**config.mk**
```make
export PLATFORM = sky130hd
export DESIGN_NAME = valu_issue_seq
export DESIGN_NICKNAME = d
export VERILOG_FILES = /design/src/rtl/valu_issue_seq_pkg.sv /design/src/rtl/valu_issue_seq_decode.sv /design/src/rtl/valu_issue_seq.sv
export SDC_FILE = /design/constraint.sdc
export NUM_CORES = 1
export LEC_CHECK = 0
export ABC_AREA = 1
export CORE_UTILIZATION = 45
export DETAILED_ROUTE_END_ITERATION = 10
export PLACE_DENSITY = 0.72
export SYNTH_ARGS = -nofsm -noshare
export SYNTH_HDL_FRONTEND = slang
export SYNTH_SLANG_ARGS = --single-unit
```
**constraint.sdc**
```tcl
create_clock -name clock -period 2.5 [get_ports clock]
set_input_delay 0.5 -clock clock [delete_from_list [all_inputs] [get_ports clock]]
set_output_delay 0.5 -clock clock [all_outputs]
set_load 0.02 [all_outputs]
```
**src/rtl/valu_issue_seq_pkg.sv**
```systemverilog
`default_nettype none
// ============================================================================
// Module : valu_issue_seq_pkg
// Brief  : Shared constants for the vector ALU issue sequencer.
// Rev    : 1.0  initial release
// ============================================================================
package valu_issue_seq_pkg;

  localparam logic [3:0] ALUOP_ADD = 4'd0;
  localparam logic [3:0] ALUOP_SUB = 4'd1;
  localparam logic [3:0] ALUOP_AND = 4'd2;
  localparam logic [3:0] ALUOP_OR  = 4'd3;
  localparam logic [3:0] ALUOP_XOR = 4'd4;
  localparam logic [3:0] ALUOP_SLL = 4'd5;
  localparam logic [3:0] ALUOP_SRL = 4'd6;
  localparam logic [3:0] ALUOP_SRA = 4'd7;

  localparam logic [5:0] FUNCT6_VADD = 6'b000000;
  localparam logic [5:0] FUNCT6_VSUB = 6'b000010;
  localparam logic [5:0] FUNCT6_VAND = 6'b001001;
  localparam logic [5:0] FUNCT6_VOR  = 6'b001010;
  localparam logic [5:0] FUNCT6_VXOR = 6'b001011;
  localparam logic [5:0] FUNCT6_VSLL = 6'b100101;
  localparam logic [5:0] FUNCT6_VSRL = 6'b101000;
  localparam logic [5:0] FUNCT6_VSRA = 6'b101001;

  localparam logic [2:0] FUNCT3_OPIVV = 3'b000;
  localparam logic [2:0] FUNCT3_OPIVX = 3'b100;
  localparam logic [2:0] FUNCT3_OPIVI = 3'b011;

  localparam logic [1:0] SRC_VECTOR = 2'd0;
  localparam logic [1:0] SRC_SCALAR = 2'd1;
  localparam logic [1:0] SRC_IMM    = 2'd2;

  typedef enum logic [0:0] {
    S_IDLE  = 1'b0,
    S_ISSUE = 1'b1
  } state_e;

endpackage
`default_nettype wire

```
**src/rtl/valu_issue_seq_decode.sv**
```systemverilog
`default_nettype none
// ============================================================================
// Module : valu_decode
// Brief  : Combinational funct6/funct3 decode into ALUOp, operand source, legal.
// Rev    : 1.0  initial release
// ============================================================================
module valu_decode
  import valu_issue_seq_pkg::*;
(
  input  logic [5:0] funct6,
  input  logic [2:0] funct3,
  output logic [3:0] aluop,
  output logic [1:0] src_sel,
  output logic       legal
);

  always_comb begin
    aluop   = ALUOP_ADD;
    src_sel = SRC_VECTOR;
    legal   = 1'b1;

    case (funct6)
      FUNCT6_VADD: aluop = ALUOP_ADD;
      FUNCT6_VSUB: aluop = ALUOP_SUB;
      FUNCT6_VAND: aluop = ALUOP_AND;
      FUNCT6_VOR:  aluop = ALUOP_OR;
      FUNCT6_VXOR: aluop = ALUOP_XOR;
      FUNCT6_VSLL: aluop = ALUOP_SLL;
      FUNCT6_VSRL: aluop = ALUOP_SRL;
      FUNCT6_VSRA: aluop = ALUOP_SRA;
      default:     legal = 1'b0;
    endcase

    case (funct3)
      FUNCT3_OPIVV: src_sel = SRC_VECTOR;
      FUNCT3_OPIVX: src_sel = SRC_SCALAR;
      FUNCT3_OPIVI: src_sel = SRC_IMM;
      default:      legal   = 1'b0;
    endcase

    // There is no vsub.vi form; reverse-subtract covers immediates.
    if (funct6 == FUNCT6_VSUB && funct3 == FUNCT3_OPIVI) begin
      legal = 1'b0;
    end
  end

endmodule
`default_nettype wire

```
**src/rtl/valu_issue_seq.sv**
```systemverilog
`default_nettype none
// ============================================================================
// Module : valu_issue_seq
// Brief  : Accepts one vector ALU instruction and issues it as LANES-wide beats.
// Rev    : 1.0  initial release
// ============================================================================
module valu_issue_seq
  import valu_issue_seq_pkg::*;
#(
  parameter  int LANES = 4,
  parameter  int VLEN  = 128,
  localparam int VL_W  = $clog2(VLEN) + 1
) (
  input  logic             clock,
  input  logic             reset,
  input  logic             in_valid,
  output logic             in_ready,
  input  logic [5:0]       funct6,
  input  logic [2:0]       funct3,
  input  logic [VL_W-1:0]  vl,
  input  logic             vm,
  output logic             out_valid,
  input  logic             out_ready,
  output logic [3:0]       out_aluop,
  output logic [1:0]       out_src_sel,
  output logic             out_masked,
  output logic [VL_W-1:0]  out_elem_idx,
  output logic [LANES-1:0] out_lane_en,
  output logic             out_last,
  output logic             illegal
);

  // One extra bit so idx + LANES never wraps when vl == VLEN.
  localparam int W1 = VL_W + 1;

  state_e          state_q, state_d;
  logic [3:0]      aluop_q, aluop_d;
  logic [1:0]      src_sel_q, src_sel_d;
  logic            masked_q, masked_d;
  logic [VL_W-1:0] vl_q, vl_d;
  logic [VL_W-1:0] idx_q, idx_d;
  logic            illegal_q, illegal_d;

  logic [3:0]       w_dec_aluop;
  logic [1:0]       w_dec_src_sel;
  logic             w_dec_legal;
  logic             w_issuing;
  logic             w_last;
  logic [LANES-1:0] w_lane_en;

  valu_decode u_decode (
    .funct6  (funct6),
    .funct3  (funct3),
    .aluop   (w_dec_aluop),
    .src_sel (w_dec_src_sel),
    .legal   (w_dec_legal)
  );

  assign w_issuing = (state_q == S_ISSUE);
  assign w_last    = ({1'b0, idx_q} + W1'(LANES)) >= {1'b0, vl_q};

  for (genvar g = 0; g < LANES; g++) begin : g_lane
    assign w_lane_en[g] = w_issuing && (({1'b0, idx_q} + W1'(g)) < {1'b0, vl_q});
  end

  always_comb begin
    state_d   = state_q;
    aluop_d   = aluop_q;
    src_sel_d = src_sel_q;
    masked_d  = masked_q;
    vl_d      = vl_q;
    idx_d     = idx_q;
    illegal_d = 1'b0;

    case (state_q)
      S_IDLE: begin
        if (in_valid) begin
          if (!w_dec_legal) begin
            illegal_d = 1'b1;
          end else if (vl != '0) begin
            state_d   = S_ISSUE;
            aluop_d   = w_dec_aluop;
            src_sel_d = w_dec_src_sel;
            masked_d  = ~vm;  // vm = 0 selects a masked operation
            vl_d      = vl;
            idx_d     = '0;
          end
        end
      end
      S_ISSUE: begin
        if (out_ready) begin
          if (w_last) begin
            state_d = S_IDLE;
          end else begin
            idx_d = idx_q + VL_W'(LANES);
          end
        end
      end
      default: state_d = S_IDLE;
    endcase
  end

  always_ff @(posedge clock) begin
    if (reset) begin
      state_q   <= S_IDLE;
      aluop_q   <= '0;
      src_sel_q <= '0;
      masked_q  <= 1'b0;
      vl_q      <= '0;
      idx_q     <= '0;
      illegal_q <= 1'b0;
    end else begin
      state_q   <= state_d;
      aluop_q   <= aluop_d;
      src_sel_q <= src_sel_d;
      masked_q  <= masked_d;
      vl_q      <= vl_d;
      idx_q     <= idx_d;
      illegal_q <= illegal_d;
    end
  end

  assign in_ready     = (state_q == S_IDLE);
  assign out_valid    = w_issuing;
  assign out_aluop    = aluop_q;
  assign out_src_sel  = src_sel_q;
  assign out_masked   = masked_q;
  assign out_elem_idx = idx_q;
  assign out_lane_en  = w_lane_en;
  assign out_last     = w_issuing && w_last;
  assign illegal      = illegal_q;

endmodule
`default_nettype wire

```
# Word-level counts from Yosys, hierarchy flattened
# Index checks and enable logic that the tools add are counted.
dict set report classes {
  add_sub_neg 5
  multipliers 0
  div 0
  n_lt_le_gt_ge 5
  n_eq_ne 14
  n_shift 0
  n_mux 18
  bitwise_logic 3
  n_reduce_logical 14
}
# operator count
set ops {}
lappend ops {{8-bit two-way mux} 5}
lappend ops {{9-bit by 8-bit less-than comparator with 1-bit output} 3}
lappend ops {{3-bit case mux with 7 select lines} 1}
lappend ops {{8-bit by 2-bit adder with 9-bit output, second input constant} 2}
lappend ops {{6-bit by 4-bit == test with 1-bit output, second input constant} 3}
lappend ops {{6-bit == test, second input constant} 3}
lappend ops {{8-bit case mux with 2 select lines} 1}
lappend ops {{8-bit by 1-bit adder with 9-bit output, second input constant} 1}
lappend ops {{8-bit by 3-bit adder with 9-bit output, second input constant} 1}
lappend ops {{9-bit by 8-bit >= comparator with 1-bit output} 1}
lappend ops {{1-bit two-way mux} 9}
lappend ops {{8-bit by 3-bit adder with 8-bit output, second input constant} 1}
lappend ops {{8-bit less-than comparator} 1}
lappend ops {{8-bit nonzero test} 1}
lappend ops {{8-bit OR reduction} 1}
lappend ops {{6-bit by 2-bit == test with 1-bit output, second input constant} 1}
lappend ops {{1-bit logical AND} 6}
lappend ops {{6-bit zero test} 1}
lappend ops {{2-bit inequality test, second input constant} 3}
lappend ops {{3-bit OR reduction} 2}
lappend ops {{5-bit AND reduction} 1}
lappend ops {{2-bit by 1-bit inequality test with 1-bit output, second input constant} 2}
lappend ops {{2-bit case mux with 2 select lines} 1}
lappend ops {{4-bit AND reduction} 1}
lappend ops {{other kinds (5)} 7}
dict set report word_totals {
  ff_bits 25
  latch_bits 0
  ram_bits 0
  mem_bits_ro 0
  in_bits 22
  output_inout_bits 23
  wordCells 66
  memories 0
}

# Depth between registers and ports, before layout
# Gate-level depths: netlist of the first run.
dict set report depth {
  depth_word 8
  mapped_depth 12
  mapped_depth_nobuf 12
}

# By module
# A second synthesis of the first run with hierarchy kept.
dict set report unflattened {
  hier_cells 272
  hier_area_um2 1828.0
}
# mod instances cells_each area_per_inst_um2 seq_area_each_um2
set modules_own_cells {}
lappend modules_own_cells {valu_issue_seq 1 237 1649.1 460.4}
lappend modules_own_cells {valu_decode 1 35 178.9 0.0}

# Worst setup path after synthesis of the first run
# No wires, ideal clock.
dict set report synth_path {
  kind {reg-to-output}
  startpoint {register idx_q[4], in the netlist out_elem_idx[4]}
  endpoint {output port out_last}
  arrival_ns 1.851
  t_required_ns 2.000
  setup_slack_ns 0.149
  stages_incl_launch_ff 11
  n_path_buf 0
  cell_sequence {dfxtp_1 nand3_1 nand3b_1 xor2_1 ha_1 a21oi_1 nand2_1 nor2_1 nand3_1 nand2_1 inv_1}
}
dict set report synth_between {
  elab_chain_cells 3
}
# element line
set synth_lines {}
lappend synth_lines {{from (decl)} valu_issue_seq.sv:41} ;# logic [VL_W-1:0] idx_q, idx_d;
lappend synth_lines {{from (signal assigned)} valu_issue_seq.sv:118} ;# idx_q <= idx_d;
lappend synth_lines {{8-bit by 3-bit adder with 9-bit output} valu_issue_seq.sv:60} ;# assign w_last = ({1'b0, idx_q} + W1'(LANES)) >= {1'b0, vl_q};
lappend synth_lines {{9-bit by 8-bit >= comparator with 1-bit output} valu_issue_seq.sv:60}
lappend synth_lines {{1-bit logical AND} valu_issue_seq.sv:130} ;# assign out_last = w_issuing && w_last;
lappend synth_lines {{to (decl)} valu_issue_seq.sv:29} ;# output logic out_last,
# Every way passes these cells.

# Worst setup path after layout of the first run
dict set report layout_path {
  startpoint {register idx_q[2], in the netlist out_elem_idx[2]}
  endpoint {output port out_last}
}
# Same word-level chain as after synthesis.

==> metrics.md, run 1 <==
| Metric | Value |
|---|---|
| Worst path max stage delay | `0.39 ns` |
| Pwr dens | `337 mW/mm^2` |
| Global-route wire length before repair | `6920 um` |
| Clock latency on the worst-skew pair | `~0.26 ns` |
| Post-synth top area cell | `dfxtp_1` |
| Root Buffer Master | `clkbuf_8` |
| Crit share post-route | `102%` |
| Gr ovfl total | `0` |
| Worst vdd ir | `0.343 mV` |
| Post-route core utilization | `65.1%` |
| Final weighted congestion in routability-driven placement | `0.858` |
| Top post-synthesis cells by area | `dfxtp_1 24%, ha_1 17%, nand2_1 8.7%` |
| Crit end category | `output pin` |
| Critical path origin | `out_elem_idx[2]` |
| DR pass1 iterations | `4` |
| Drt wl/cell | `11.4 um` |
| GRT Overall Usage | `20.7%` |
| Htree depth | `1` |
| Mapped Area | `0.00181 sq mm` |
| Antenna Nets Post-Route | `0` |
| Synth-to-Final Area Change | `35.8%` |
| Number of synthesis warnings | `0` |
| Site Rows | `22` |
| Ys flop type | `dfxtp_1` |
| Slowest CP cell | `dfxtp_4` |
| Die Y | `between 60 and 70 um` |
| Die span in x | `65.4 um` |
| Hold Startpoint | `vl_q[4]` |
| CP arrival | `2.05 ns` |
| FMAX | `a little under 400 MHz` |
| Hold Path Class | `reg2reg` |
| Slew Limit Fails | `0` |
| Clock period minus worst slack | `between 2 and 3 ns` |
| Clock slew at reported path FFs | `0.08 ns` |
| Ys async rst share | `0%` |
| Pin count of the biggest net entering global routing | `14` |
| Share of cells above drive strength 1 | `20.4%` |
| CP Class | `reg2out` |
| CTS Hold Bufs | `0` |
| CP required | `2.00 ns` |
| Vias/cell | `4.88` |
| # nets final | `356` |
| Flop2flop setup slack | `0.29 ns` |
| Final count of negative-setup-slack endpoints | `1` |
| Reg-to-Reg Start | `out_elem_idx[2]` |
| LEAKAGE | `1.15 nW` |
| Hpwl dp | `3240 um` |
| Min Hold Slack | `0.504 ns` |
| Final WL | `4060 um` |
| EDFF count, synth | `0` |
| Worst path cell trace | `nand3_2 > nand3b_1 > xor2_2 > ha_4 > a21oi_2 > nand2_1 > nor2_2 > nand3_2 > nand2_1 > inv_1 > buf_2` |
| Failing checks | `setup timing` |
| Status | `complete, but fails checks` |
| Initial antenna violation count | `0` |
| Syn avg cell area | `6.96 sq um` |
| DRC viols | `0` |
| Share of the synthesized area in the top cell type | `approximately a quarter` |
| Peak fanout along the critical path | `4` |
| Setup repair after global routing missed its margin | `yes` |
| CTS Buf Count | `3` |
| Synthesized flop and latch total | `22` |
| Register area share after synthesis | `24.3%` |
| CORE AREA | `around 0.0038 sq mm` |
| Port bufs | `41` |
| Clock Skew | `0.00260 ns` |
| Number of top-level pins | `45` |
| Final setup margin | `-0.0550 ns` |
| CTS sink cnt | `22` |
| Initial core utilization | `48.0%` |
| Total vias in the final route | `1742` |
| Clock Path Buffers | `2` |
| Vias in the first global route | `1672` |
| Startpoint Class | `flip-flop` |
| Final Hold Viols | `0` |
| Initial drt markers | `between 70 and 80` |
| Full die area | `0.00428 sq mm` |
| Distinct cells, synth | `36` |
| CTS tree | `done` |
| Post-Syn Instances | `260` |
| ANT cells | `0` |
| Maximum capacitance violations | `0` |
report_power, final:
group / internal, W / switching [W]
sequential: 0.000354 / 0.00000344
clock: 0.000214 / 0.000115
combinational: 0.0000676 / 0.0000741
area by class of cell:
type / instances / area [sq um]
Fill cell: 347 / 1320
Timing Repair Buffer: 57 / 508
Clock inverter: 1 / 30.0
Clock buffer: 3 / 41.3
Sequential cell: 22 / 448
Inverter: 33 / 126
Tap cell: 48 / 60.1
Multi-Input combinational cell: 193 / 1240
flip-flops by register name (all words and copies together) (netlist names):
| register | count |
|---|---|
| out_elem_idx | 6 |
| out_valid | 1 |
| out_masked | 1 |
| illegal | 1 |
| vl_q | 8 |
| out_aluop | 3 |
| out_src_sel | 2 |
logic make-up (layout without fill, tap and decap cells):
| family | count (synthesis) | after routing | share of synthesized area, % |
|---|---|---|---|
| DFF | 22 | 22 | 24.3 |
| other | 1 | 3 | 0.207 |
| AOI/OAI and AO/OA | 39 | 39 | 12.2 |
| adders and majority gates | 24 | 24 | 16.6 |
| buffers and inverters | 47 | 94 | 11.8 |
| and+or+nand+nor | 123 | 123 | 32.8 |
| xor gates and xnor gates | 4 | 4 | 1.94 |
path summary, 6_finish.rpt:
check,endpoint,cells after the start
max,out_last,11
min,vl_q[4],2
max reg2reg,out_elem_idx[2],13
min reg2reg,vl_q[4],2
worst max-delay path: cells and delay by family, from the launching register on:
kind	cells	cell delay, ns
buffers and inverters	2	0.17
AO/OA/AOI/OAI	1	0.12
AND/OR/NAND/NOR	6	0.60
XOR/XNOR	1	0.26
flip-flops	1	0.39
adder cells (fa/ha/maj)	1	0.25
metal layers:
layer	global-route usage [%]	routed length [um]
met4	4.08	37
met2	39.2	1970
met3	3.82	141
met1	23.9	1920
met5	0	0
metrics by stage:
stage / instances / worst slack [ns] / power, W / area (sq um) / TNS, ns
floorplan: 262 / 0.149 / 0.000449 / 1820 / 0
global placement: 352 / -0.158 / 0.000506 / 2310 / -0.199
detailed placement: 352 / -0.238 / 0.000507 / 2310 / -0.286
CTS: 356 / -0.163 / 0.000835 / 2400 / -0.163
global route: 357 / -0.182 / 0.000866 / 2460 / -0.182
finish: 357 / -0.0550 / 0.000828 / 2460 / -0.0550
synth_stat cells (3+ instances only):
| cell type | count |
|---|---|
| nand2_1 | 42 |
| o21ai_1 | 10 |
| a21oi_1 | 16 |
| buf_4 | 3 |
| o21ai_0 | 7 |
| nor2_1 | 36 |
| nand4_1 | 6 |
| nand3_1 | 13 |
| or2_2 | 3 |
| inv_1 | 31 |
| nand2_2 | 4 |
| xor2_1 | 4 |
| clkbuf_1 | 9 |
| dfxtp_1 | 22 |
| nor2_2 | 10 |
| ha_1 | 24 |
what timing repair did:
item,in CTS,in global routing
cloned,0,0
endpoints found under the hold margin,0,0
pin swaps,0,5
buffers inserted,0,1
endpoints found under the setup margin,5,4
resized for setup,16,21
cell usage in the layout (no fill, tap or decap), types with 11 or more instances in the layout:
master           synthesis  layout
nor2_1                  36      35
o21ai_1                 10      11
buf_4                    3      17
nor2_2                  10      11
inv_1                   31      31
clkdlybuf4s50_1          0      36
dfxtp_1                 22      20
a21oi_1                 16      14
ha_1                    24      20
nand2_1                 42      42
No activity file was read; power rests on OpenSTA's default activity.
==> run 2, diff against run 1 <==
--- a/config.mk
+++ b/config.mk
@@ -11,4 +11,5 @@
 export PLACE_DENSITY = 0.72
 export SYNTH_ARGS = -nofsm -noshare
 export SYNTH_HDL_FRONTEND = slang
+export SYNTH_HIERARCHICAL = 1
 export SYNTH_SLANG_ARGS = --single-unit
==> constraint.sdc (replaced) <==
create_clock -name clock -period 2.73 [get_ports clock]
set_input_delay 0.546 -clock clock [delete_from_list [all_inputs] [get_ports clock]]
set_output_delay 0.546 -clock clock [all_outputs]
set_load 0.02 [all_outputs]
==> metrics.md, run 2 <==
| Metric | Value |
|---|---|
| Full die area | `0.00432 sq mm (+1.0%)` |
| Site Rows | `22 (unchanged)` |
| Hold Path Class | `reg2reg` |
| ANT cells | `0 (unchanged)` |
| FMAX | `approximately 370 MHz` |
| Initial antenna violation count | `0 (unchanged)` |
| Htree depth | `1 (unchanged)` |
| Hpwl dp | `3300 um (+2.0%)` |
| Share of the synthesized area in the top cell type | `25.2% (+0.85 points)` |
| Worst slew pin tran | `roughly 0.55 ns` |
| # nets final | `362 (+1.7%)` |
| Ys flop type | `dfxtp_1` |
| Global-route wire length before repair | `7270 um (+5.0%)` |
| Sum of negative setup slack | `0 ns (+0.0550 ns)` |
| Port bufs | `42 (+2.4%)` |
| Share of cells above drive strength 1 | `14.2% (-6.1 points)` |
| Root Buffer Master | `clkbuf_8` |
| Number of synthesis warnings | `6 (+6)` |
| Clock Path Buffers | `2 (unchanged)` |
| Number of top-level pins | `45 (unchanged)` |
| Initial drt markers | `105 (+44%)` |
| DR pass1 iterations | `4 (unchanged)` |
| Startpoint Class | `flip-flop` |
| Most frequent cells in the layout | `39 x nand2_1, 37 x clkdlybuf4s50_1, 34 x inv_1` |
| CORE AREA | `0.00377 sq mm (unchanged)` |
| Peak fanout along the critical path | `3 (-1)` |
| Setup repair after global routing missed its margin | `yes` |
| Antenna Nets Post-Route | `0 (unchanged)` |
| CP Class | `reg2out` |
| Vias/cell | `5.07 (+3.8%)` |
| Post CTS Setup Buffer Count | `0 (unchanged)` |
| Final WL | `4220 um (+3.9%)` |
| Initial core utilization | `48.5% (+0.50 points)` |
| Multi-input logic area | `0.00117 sq mm (-5.7%)` |
| Status | `finished clean` |
| Post-synth top area cell | `dfxtp_1` |
| CTS tree | `done` |
| Die span in x | `65.7 um (+0.50%)` |
| Vias in the first global route | `1721 (+2.9%)` |
| Total vias in the final route | `1844 (+5.9%)` |
| CP required | `2.18 ns (+0.18 ns)` |
| Drt wl/cell | `11.6 um (+1.9%)` |
| Pin count of the biggest net entering global routing | `22 (+8)` |
| Synth-to-Final Area Change | `31.2%` |
| Final weighted congestion in routability-driven placement | `0.865 (+0.83%)` |
| Worst vdd ir | `0.285 mV (-17%)` |
| Clock latency on the worst-skew pair | `0.26 ns (about the same)` |
| Post-Syn Instances | `272 (+4.6%)` |
| Register area share after synthesis | `25.2% (+0.85 points)` |
| Gr ovfl total | `0 (unchanged)` |
| Final Hold Viols | `0 (unchanged)` |
| Largest register FFs | `8 (unchanged)` |
| Fillcell total | `358 (+3.2%)` |
| Pwr dens | `322 mW/mm^2 (-4.4%)` |
| Mapped Area | `0.00183 sq mm (+1.0%)` |
| Crit end category | `output pin` |
| CTS sink cnt | `23 (+4.5%)` |
| Top post-synthesis cells by area | `dfxtp_1 25%, ha_1 16%, a21oi_1 8.5%` |
| Largest register by flop count | `vl_q` |
| Leading cell types by count after synthesis | `39 x nand2_1, 34 x inv_1, 31 x a21oi_1` |
| FF/Latch Area | `464 sq um (+3.6%)` |
| Max transition margin | `63.6%` |
| Min Hold Slack | `0.456 ns (-0.0481 ns)` |
| Synthesized flop and latch total | `23 (+4.5%)` |
| LEAKAGE | `1.11 nW (-2.9%)` |
| DRC viols | `0 (unchanged)` |
| EDFF count, synth | `0 (unchanged)` |
| Clock period minus worst slack | `2.70 ns` |
| Distinct cells, synth | `30 (-17%)` |
| Commonest non-fill, non-tap cell in the layout | `nand2_1` |
| Die Y | `65.7 um (+0.50%)` |
| Clock Skew | `0.00919 ns (+0.00659 ns)` |
| Clock slew at reported path FFs | `0.09 ns (about the same)` |
| GRT Overall Usage | `21.6% (+0.85 points)` |
| CTS Buf Count | `3 (unchanged)` |
| CP arrival | `2.15 ns (+0.10 ns)` |
| Crit share post-route | `98.8%` |
| Maximum capacitance violations | `0 (unchanged)` |
| Final count of negative-setup-slack endpoints | `0 (-1)` |
| Slew Limit Fails | `0 (unchanged)` |
| Post-route core utilization | `63.6% (-1.5 points)` |
| Ys async rst share | `0% (unchanged)` |
| Syn avg cell area | `6.72 sq um (-3.4%)` |
| Most numerous cell in the Yosys netlist | `nand2_1` |
run 2: metrics by stage:
| step | power [W] | setup slack [ns] | cells | instance area [sq um] |
|---|---|---|---|---|
| after CTS | 0.000778 | -0.0881 | 364 | 2360 |
| after floorplan | 0.000485 | 0.142 | 273 | 1830 |
| after global routing | 0.000823 | -0.0634 | 364 | 2400 |
| after detailed placement | 0.000562 | -0.124 | 360 | 2310 |
| after global placement | 0.000558 | -0.0373 | 360 | 2310 |
| final | 0.000773 | 0.0321 | 364 | 2400 |
run 2: path summary, 6_finish.rpt:
path	startpoint	to	slack [ns]	cells after the start
worst min-delay path	out_src_sel[0]	out_src_sel[0]	0.46	2
worst min register to register	out_src_sel[0]	out_src_sel[0]	0.46	2
worst max register to register	out_elem_idx[2]	out_elem_idx[4]	0.53	17
worst max-delay path	out_elem_idx[2]	out_last	0.03	14
run 2: power by group:
part           total (W)  internal, W  switching, W
clock           0.000214     0.000102      0.000112
sequential      0.000351     0.000344    0.00000713
combinational   0.000208    0.0000990      0.000109
run 2: cells by family after synthesis:
family,share of synthesized area (%)
other,0.411
AOI/OAI and AO/OA,14.6
buffers and inverters,13.3
adders and majority gates,15.7
DFF,25.2
and+or+nand+nor,29.3
xor gates and xnor gates,1.44
run 2: worst max-delay path, stage by stage (launching register included):
cell     delay (ns)
dfxtp_2        0.37
ha_4           0.15
nand3_2        0.09
xor2_1         0.19
inv_1          0.10
ha_4           0.27
nand2_1        0.04
inv_1          0.05
nand3_1        0.10
nor2_1         0.17
nor2_2         0.05
nand2_2        0.08
nand2_4        0.05
inv_1          0.04
buf_4          0.13
run 2: final cells by class:
cell class                 count  area share (%)
clock inverter                 1           0.209
sequential                    23            19.4
clock buffer                   3            1.72
timing repair buffer          55            21.4
tap                           48            2.50
inverter                      38            5.95
multi-input combinational    196            48.8
run 2: repair_timing:
action | 4_1_cts | 5_1_grt
pin swaps | 0 | 2
gates resized for setup | 9 | 15
endpoints found under the setup margin | 4 | 4
hold buffers | 0 | 0
run 2: per-layer routing:
| layer | GRT usage, % | up-vias | share of wire, % |
|---|---|---|---|
| met3 | 2.60 | 6 | 3.6 |
| met4 | 8.15 | 0 | 1.5 |
| met1 | 26.4 | 823 | 46 |
| met5 | 0 | - | 0 |
| li1 | - | 970 | - |
| met2 | 37.9 | 45 | 49 |
